[config.mk]
export PLATFORM = sky130hd
export DESIGN_NAME = tmds_lane_scheduler
export DESIGN_NICKNAME = d
export VERILOG_FILES = /design/src/rtl/tmds_pkg.sv /design/src/rtl/tmds_stage_buf.sv /design/src/rtl/tmds_lane_scheduler.sv
export SDC_FILE = /design/constraint.sdc
export NUM_CORES = 1
export LEC_CHECK = 0
export ABC_AREA = 1
export CAP_MARGIN = 30
export CORE_MARGIN = 3
export CORE_UTILIZATION = 47
export DETAILED_ROUTE_END_ITERATION = 10
export GPL_ROUTABILITY_DRIVEN = 0
export HOLD_SLACK_MARGIN = 0.1
export PLACE_DENSITY_LB_ADDON = 0.2
export SYNTH_ARGS = -nofsm -noshare
export SYNTH_HDL_FRONTEND = slang
export SYNTH_HIERARCHICAL = 1
export SYNTH_SLANG_ARGS = --single-unit
[constraint.sdc]
create_clock -name clk -period 2.94 [get_ports clk]
set_input_delay 0.294 -clock clk [delete_from_list [all_inputs] [get_ports clk]]
set_output_delay 0.294 -clock clk [all_outputs]
set_load 0.1 [all_outputs]
[src/rtl/tmds_pkg.sv]
// Shared TMDS constants and the lane-scheduler state encoding.
package tmds_pkg;

   localparam int unsigned BITS_PER_WORD = 10;

   localparam logic [9:0] TMDS_CTRL_00 = 10'h354;
   localparam logic [9:0] TMDS_CTRL_01 = 10'h0AB;
   localparam logic [9:0] TMDS_CTRL_10 = 10'h154;
   localparam logic [9:0] TMDS_CTRL_11 = 10'h2AB;

   localparam logic [9:0] TMDS_CLK_PATTERN = 10'b0000011111;
   localparam logic [9:0] TMDS_IDLE        = TMDS_CTRL_00;

   typedef enum logic [1:0] {
      ST_WARMUP,
      ST_RUN,
      ST_DISABLED
   } sched_state_t;

endpackage

[src/rtl/tmds_stage_buf.sv]
// One-entry staging register for a 30-bit symbol triple with valid/ready, pop and flush.
module tmds_stage_buf (
   input  logic        clk,
   input  logic        rst,
   input  logic        accept_en,
   input  logic        pop,
   input  logic        flush,
   input  logic        in_valid,
   output logic        in_ready,
   input  logic [29:0] in_data,
   output logic        full,
   output logic [29:0] data
);

   logic take;

   // A pop frees the entry in the same cycle, so capture and pop can coincide.
   assign in_ready = accept_en && (!full || pop);
   assign take     = in_valid && in_ready;

   always_ff @(posedge clk) begin
      if (rst || flush) begin
         full <= 1'b0;
      end else if (take) begin
         full <= 1'b1;
      end else if (pop) begin
         full <= 1'b0;
      end
   end

   always_ff @(posedge clk) begin
      if (rst) begin
         data <= '0;
      end else if (take) begin
         data <= in_data;
      end
   end

endmodule

[src/rtl/tmds_lane_scheduler.sv]
// Word-boundary scheduler for the three TMDS data lanes and the clock lane,
// including warm-up, underflow substitution and serializer sync reset.
module tmds_lane_scheduler #(
   parameter int unsigned IDLE_WORDS = 16,
   parameter int unsigned CNT_W      = 16
) (
   input  logic             clk,
   input  logic             rst,
   input  logic             enable,
   input  logic             in_valid,
   output logic             in_ready,
   input  logic [9:0]       in_d0,
   input  logic [9:0]       in_d1,
   input  logic [9:0]       in_d2,
   output logic [9:0]       word_d0,
   output logic [9:0]       word_d1,
   output logic [9:0]       word_d2,
   output logic [9:0]       clk_word,
   output logic [3:0]       bit_idx,
   output logic             word_strobe,
   output logic             ser_rst,
   output logic             running,
   output logic [CNT_W-1:0] underflow_cnt
);
   import tmds_pkg::*;

   sched_state_t state_q, state_d;
   logic [15:0]  warm_cnt;
   logic         boundary;
   logic         warm_inc;
   logic         load_stage;
   logic         uf_inc;
   logic         flush;
   logic         stage_full;
   logic [29:0]  stage_data;

   assign boundary    = (bit_idx == 4'(BITS_PER_WORD - 1));
   assign word_strobe = boundary;
   assign running     = (state_q == ST_RUN);
   assign clk_word    = TMDS_CLK_PATTERN;

   tmds_stage_buf u_stage (
      .clk       (clk),
      .rst       (rst),
      .accept_en (running),
      .pop       (boundary && running),
      .flush     (flush),
      .in_valid  (in_valid),
      .in_ready  (in_ready),
      .in_data   ({in_d2, in_d1, in_d0}),
      .full      (stage_full),
      .data      (stage_data)
   );

   always_comb begin
      state_d    = state_q;
      warm_inc   = 1'b0;
      load_stage = 1'b0;
      uf_inc     = 1'b0;
      flush      = (state_q != ST_RUN);
      case (state_q)
         ST_WARMUP: begin
            if (boundary) begin
               warm_inc = 1'b1;
               if (warm_cnt == 16'(IDLE_WORDS - 1)) begin
                  state_d = enable ? ST_RUN : ST_DISABLED;
               end
            end
         end
         ST_RUN: begin
            if (boundary) begin
               if (stage_full) begin
                  load_stage = 1'b1;
               end else begin
                  uf_inc = 1'b1;
               end
               // The final RUN load completes before the stage is discarded.
               if (!enable) begin
                  state_d = ST_DISABLED;
                  flush   = 1'b1;
               end
            end
         end
         ST_DISABLED: begin
            if (boundary && enable) begin
               state_d = ST_RUN;
            end
         end
         default: state_d = ST_WARMUP;
      endcase
   end

   always_ff @(posedge clk) begin
      if (rst) begin
         state_q       <= ST_WARMUP;
         warm_cnt      <= '0;
         bit_idx       <= '0;
         ser_rst       <= 1'b1;
         word_d0       <= TMDS_IDLE;
         word_d1       <= TMDS_IDLE;
         word_d2       <= TMDS_IDLE;
         underflow_cnt <= '0;
      end else begin
         state_q <= state_d;
         bit_idx <= boundary ? 4'd0 : bit_idx + 4'd1;
         // Serializer loads index 9 on this edge, then both counters wrap together.
         if (bit_idx == 4'(BITS_PER_WORD - 2)) begin
            ser_rst <= 1'b0;
         end
         if (warm_inc) begin
            warm_cnt <= warm_cnt + 16'd1;
         end
         if (boundary) begin
            if (load_stage) begin
               {word_d2, word_d1, word_d0} <= stage_data;
            end else begin
               word_d0 <= TMDS_IDLE;
               word_d1 <= TMDS_IDLE;
               word_d2 <= TMDS_IDLE;
            end
         end
         if (uf_inc && (underflow_cnt != '1)) begin
            underflow_cnt <= underflow_cnt + CNT_W'(1);
         end
      end
   end

endmodule

==> results of run 1 <==
## logic make-up (layout without fill, tap and decap cells)
| kind of cell | after synthesis | in the layout |
|---|---|---|
| AND/OR/NAND/NOR | 385 | 385 |
| flip-flops | 100 | 100 |
| adder cells (fa/ha/maj) | 5 | 5 |
| XOR/XNOR | 6 | 6 |
| AO/OA/AOI/OAI | 74 | 74 |
| buffers and inverters | 172 | 238 |
| other | 2 | 10 |
## Yosys cell counts, drive strengths merged
cell type,instances
nor2,120
conb,2
o21ai,9
or2,1
a211oi,1
a31oi,1
xnor2,3
dfxtp,100
nand2,179
and3,1
xor2,3
nand3b,3
clkbuf,8
a22oi,15
nand3,21
a21boi,1
buf,36
a21oi,44
clkinv,2
nand4,41
nor3,19
o21a,3
ha,5
inv,126
## cells in the final DEF, fill, tap and decap left out, drive strengths merged, types with 3 or more instances in the layout
cell type,Yosys,routed
o21ai,9,9
nor2,120,120
xnor2,3,3
nand2,179,179
nand4,41,41
a21oi,44,44
dfxtp,100,100
nor3,19,19
clkinv,2,6
clkbuf,8,10
nand3,21,21
a22oi,15,15
buf,36,62
conb,2,10
clkdlybuf4s50,0,32
ha,5,5
nand3b,3,3
inv,126,127
xor2,3,3
o21a,3,3
## critical path, cell delays in order (launching register included)
cell and delay, ns:
dfxtp_1 0.40, inv_1 0.08, ha_1 0.20, nand3_2 0.09
buf_4 0.43, inv_1 0.15, buf_12 0.20
## layout make-up
| cell class | instances | area share [%] |
|---|---|---|
| Sequential cell | 100 | 33.8 |
| Clock inverter | 6 | 1.04 |
| Tap cell | 133 | 2.81 |
| Clock buffer | 10 | 2.16 |
| Inverter | 128 | 8.18 |
| Multi-Input combinational cell | 480 | 38.4 |
| Timing Repair Buffer | 94 | 13.6 |
## worst max-delay path by stage
stage	startpoint	end	depth (start not counted)
floorplan	bit_idx[0]	in_ready	5
CTS	bit_idx[1]	word_strobe	6
global route	bit_idx[1]	word_strobe	6
detailed placement	bit_idx[0]	warm_cnt[10]	9
global placement	bit_idx[0]	warm_cnt[10]	9
finish	bit_idx[1]	word_strobe	6
## power breakdown
part / switching (µW) / total (µW) / leakage (µW) / internal (µW)
Sequential: 4.78 / 1360 / 0.000806 / 1360
Combinational: 144 / 203 / 0.00171 / 59.2
Clock: 516 / 842 / 0.0000913 / 326
Total: 665 / 2410 / 0.00260 / 1740
## state kept, by name, summed over array words and instances, names as in the netlist
signal	cells
state_q	2
word_d0	10
warm_cnt	16
u_stage/full	1
u_stage/data	30
word_d1	10
word_d2	10
underflow_cnt	16
ser_rst	1
bit_idx	4
## per-layer routing
metal  vias up  track usage (%)  share of wire [%]
met5         -                0                  0
met4         0             6.31               0.77
met3         5             2.78                4.8
met2       105             35.5                 49
met1      2146             26.0                 45
li1       2436                -                  -
## through the flow
step	cell area, µm²	power (µW)	hold WS (ns)	utilization [%]	cells
after global placement	5730	1590	0.438	57.1	935
after detailed placement	5730	1600	0.445	57.1	935
final	5920	2410	0.410	59.0	951
after CTS	5920	2430	0.412	59.0	951
after floorplan	5010	1540	0.436	-	752
after global routing	5920	2490	0.432	59.0	951
==> summary.txt, run 1 <==
Finish
  • Area of the multi-input gates: around 2300 µm²
  • Fillers: around 1,000
  • Layout cells sized above 1: roughly 12%
  • FF+latch area: approximately 2000 µm²
  • # diodes: 0
  • Nets: 852
  • Synth-to-Final Area Change: 18.9%

Timing
  • Fin crit share: approximately 75%
  • Setup_tns: 0 ns
  • Final hold vios: 0
  • Slew headroom: a little over a third
  • FMAX: 454 MHz
  • Fin crit period: between 2 and 2.5 ns
  • Final setup margin: between 0.7 and 0.8 ns
  • Layout Skew: about 0.011 ns
  • Slew Viols, Final: 0
  • Unrepaired setup endpoints after global routing: no
  • Tightest Pin Transition: about 0.95 ns
  • Final setup viols: 0

Critical path
  • Maximum fanout along the worst path: 37
  • Reg2reg start: bit_idx[0]
  • Crit path DAT: roughly 1.9 ns
  • Reg-to-reg endpoint: warm_cnt[10]
  • Cells on worst reg2reg path: 9
  • Startpoint types: flip-flop
  • Critical Path RT: approximately 2.7 ns
  • Crit path kind: reg2out
  • FF-to-FF setup slack: between 0.9 and 1 ns
  • Crit end category: output port

Global route
  • First-pass GRT wire length: 19.7 mm
  • Vias in the first global route: 4,345
  • GRT Residual Overflow: 0
  • Pin count of the biggest net entering global routing: 38
  • Initial antenna violation count: 0
  • Global Route Usage Sum: 20.4%

Clock network
  • Post-CTS Setup Inserts: 0
  • H-tree levels: 3
  • CTS tree: yes
  • Clock Tree Buf Depth: 2
  • Clock root cell: clkbuf_8
  • Cts hold-fix bufs: 0
  • Post-CTS sizing: 0
  • Worst-Skew Late Latency: between 0.3 and 0.4 ns
  • CTS buffer count: 9
  • Clk sink count: 100
  • Clock transition at the registers of the reported paths: between 0.1 and 0.15 ns

Floorplanning
  • Die X: 109 µm
  • Core area: 10,000 µm²
  • Chip height: ~110 µm
  • Starting Density: between 40% and 50%
  • Row cnt: 36
  • Die ar.: ~12,000 µm²
  • IO Pins: about 100

Logic synthesis
  • Syn. warnings: 6
  • Post-synthesis compound-gate area fraction: 8.47%
  • Synth area leader: dfxtp_1
  • Post-synthesis area per instance: 6.69 µm²
  • Register bit total from synthesis: 100
  • Sequential cell area fraction in the yosys report: 40.2%
  • Synth top area share: between 40% and 50%
  • Yosys cell types: 38
  • Synthesized cell area: around 5000 µm²
  • Gate Count Post-Synth: ~740
  • Synth Area in Simple Gates: ~34%
  • Adder-Cell Fraction of Synth Area: approximately 1.3%
  • Largest cells by area after synthesis: dfxtp_1, nand2_1, inv_1
  • Post-synthesis xor/xnor area fraction: 1.06%
  • Main combinational cell family by area after synthesis: simple AND/OR/NAND/NOR gates
  • Multiplexer share of the synthesized area: 0%

Worst hold path
  • HP Class: in2reg
  • Hold path endpoint: underflow_cnt[4]
  • Hold_sp: rst
  • WHS Path Cells: 2

Place
  • Place WS: 0.929 ns
  • I/O Buffers: 87
  • DPL Wire Length: slightly above 8 mm

Pwr
  • Leakage: between 0.002 and 0.003 µW
  • Pwr dens: between 400 and 500 nW/µm²
  • Max rail drop VDD: around 0.21 mV

Routing
  • Drt initial violations: 296
  • DRT Pass-1 Iters: 4
  • Via/cell ratio: between 4 and 5
  • Avg WL per Cell: 12.5 µm
  • Vias: approximately 4,700
  • WL final: about 12 mm
  • DRC: 0
  • Antenna Nets Post-Route: 0

Run
  • Max Cap Viol: 0

Run status
  • Status: finished clean
Power figures use the tool's default switching activity.
==> run 2, diff against run 1 <==
- clock period: 2.94 -> 1.8 ns (I/O delays scaled with it)
==> summary.txt, run 2 (same netlist as run 1, synthesis figures left out) <==
Run status
  • Status: finished clean

Floorplanning
  • Core area: 10,000 µm² (unchanged)
  • Starting Density: 49.6% (unchanged)
  • IO Pins: 98 (unchanged)
  • Row cnt: 36 (unchanged)
  • Die ar.: 11,900 µm² (unchanged)
  • Die X: 109 µm (unchanged)
  • Chip height: 109 µm (unchanged)

Finish
  • Fillers: 932 (-5.4%)
  • Number of flip-flops in the largest register: 30 (unchanged)
  • Synth-to-Final Area Change: 25.1%
  • Commonest non-fill, non-tap cell in the layout: nand2_1
  • Nets: 869 (+2.0%)
  • Final core occ: 62.0% (+3.0 points)
  • Most frequent cells in the layout: nand2_1, inv_1, nor2_1
  • Non-Filler Instances: 968 (+1.8%)
  • Design Area, Final: 6230 µm² (+5.1%)
  • Largest Register: u_stage/data
  • # diodes: 0 (unchanged)
  • Top Registers: u_stage/data (30), underflow_cnt (16), warm_cnt (16)
  • Layout cells sized above 1: 17.4% (+5.0 points)

Global route
  • Initial antenna violation count: 0 (unchanged)
  • Vias in the first global route: 4,542 (+4.5%)
  • Pin count of the biggest net entering global routing: 32 (-16%)
  • First-pass GRT wire length: 20.5 mm (+3.9%)
  • GRT Residual Overflow: 0 (unchanged)
  • Global Route Usage Sum: 21.3% (+0.93 points)

Routing
  • Avg WL per Cell: 12.6 µm (+0.48%)
  • WL final: 12.2 mm (+2.3%)
  • Antenna Nets Post-Route: 0 (unchanged)
  • Via/cell ratio: 4.98 (+1.0%)
  • Vias: 4,825 (+2.8%)
  • Drt initial violations: 398 (+34%)
  • DRC: 0 (unchanged)
  • DRT Pass-1 Iters: 5 (+1)

Place
  • DPL Wire Length: 8.49 mm (+4.9%)
  • Area after DPL: 5930 µm² (+3.5%)
  • I/O Buffers: 87 (unchanged)
  • Placed Instances: 945 (+1.1%)

Timing
  • FMAX: about 580 MHz
  • Final hold vios: 0 (unchanged)
  • Unrepaired setup endpoints after global routing: yes
  • Layout Skew: 0.00962 ns (-0.00151 ns)
  • Fin crit period: about 1.7 ns
  • Setup_tns: 0 ns (unchanged)
  • Final setup viols: 0 (unchanged)
  • Slew Viols, Final: 0 (unchanged)
  • Fin crit share: a little over nine tenths

Clock network
  • Clock Tree Buf Depth: 2 (unchanged)
  • CTS tree: yes
  • CTS buffer count: 9 (unchanged)
  • Clock transition at the registers of the reported paths: 0.11 ns (about the same)
  • H-tree levels: 3 (unchanged)
  • Cts hold-fix bufs: 0 (unchanged)
  • Worst-Skew Late Latency: 0.37 ns (about the same)
  • Clock root cell: clkbuf_8
  • Clk sink count: 100 (unchanged)

Critical path
  • Startpoint types: flip-flop
  • Crit path kind: reg2out
  • Maximum fanout along the worst path: 3 (-92%)
  • Crit path DAT: 1.55 ns (-0.36 ns)
  • Critical Path RT: 1.62 ns (-1.03 ns)
  • Crit end category: output port

Pwr
  • Max rail drop VDD: 0.332 mV (+58%)
  • Leakage: 0.00273 µW (+4.8%)
  • Pwr dens: 642 nW/µm² (+58%)
  • Pwr Total: 4000 µW (+66%)

Worst hold path
  • HP Class: in2reg

Run
  • Max Cap Viol: 0 (unchanged)
-- run 2: timing repair --
action,CTS,global route
pin swaps,3,1
setup endpoints to repair,3,4
gates resized for setup,7,0
cloned,1,0
setup buffers,3,3
-- run 2: critical path, stage by stage (launching register included) --
cell,delay (ns)
dfxtp_4,0.36
inv_2,0.07
ha_4,0.13
nand3_4,0.09
nor2_4,0.11
inv_2,0.06
a21boi_4,0.16
buf_12,0.19
-- run 2: routing by layer --
layer	global-route usage (%)	up-vias	wire [µm]
li1	-	2463	-
met1	26.1	2222	5220
met2	37.0	123	6060
met3	3.85	17	677
met4	8.12	0	196
met5	0	-	0
-- run 2: area by class of cell --
type                    count  area [µm²]  area share, %
flip-flops and latches    100        2040           32.7
repair buffers            111        1040           16.6
clock inverters             7        65.1           1.05
multi-input cells         480        2300           37.0
inverters                 128         492           7.90
clock buffers               9         124           1.99
well taps                 133         166           2.67
-- run 2: worst paths after layout --
kind / from / end / slack, ns / cells after the start
worst max-delay path: bit_idx[1] / in_ready / 0.07 / 7
worst min-delay path: rst / word_d1[1] / 0.17 / 2
worst max register to register: bit_idx[1] / u_stage/data[3] / 0.16 / 11
worst min register to register: ser_rst / ser_rst / 0.46 / 2
-- run 2: through the flow --
step | hold slack (ns) | worst slack, ns
final | 0.169 | 0.0675
after global routing | 0.192 | -0.0155
after CTS | 0.148 | 0.0214
after detailed placement | 0.448 | 0.0440
after global placement | 0.441 | 0.118
after floorplan | 0.322 | -0.104
-- run 2: where the power goes --
| group | switching (µW) | internal (µW) | leakage [µW] |
|---|---|---|---|
| sequential | 7.94 | 2210 | 0.000818 |
| combinational | 241 | 112 | 0.00181 |
| clock | 880 | 540 | 0.0000947 |
| total | 1130 | 2870 | 0.00273 |
==> run 3, diff against run 2 <==
- CTS_BUF_LIST: not set -> sky130_fd_sc_hd__clkbuf_4 sky130_fd_sc_hd__clkbuf_8
==> results of run 3 <==
Same layout as run 2: the final DEF is identical, and so are final timing and power.
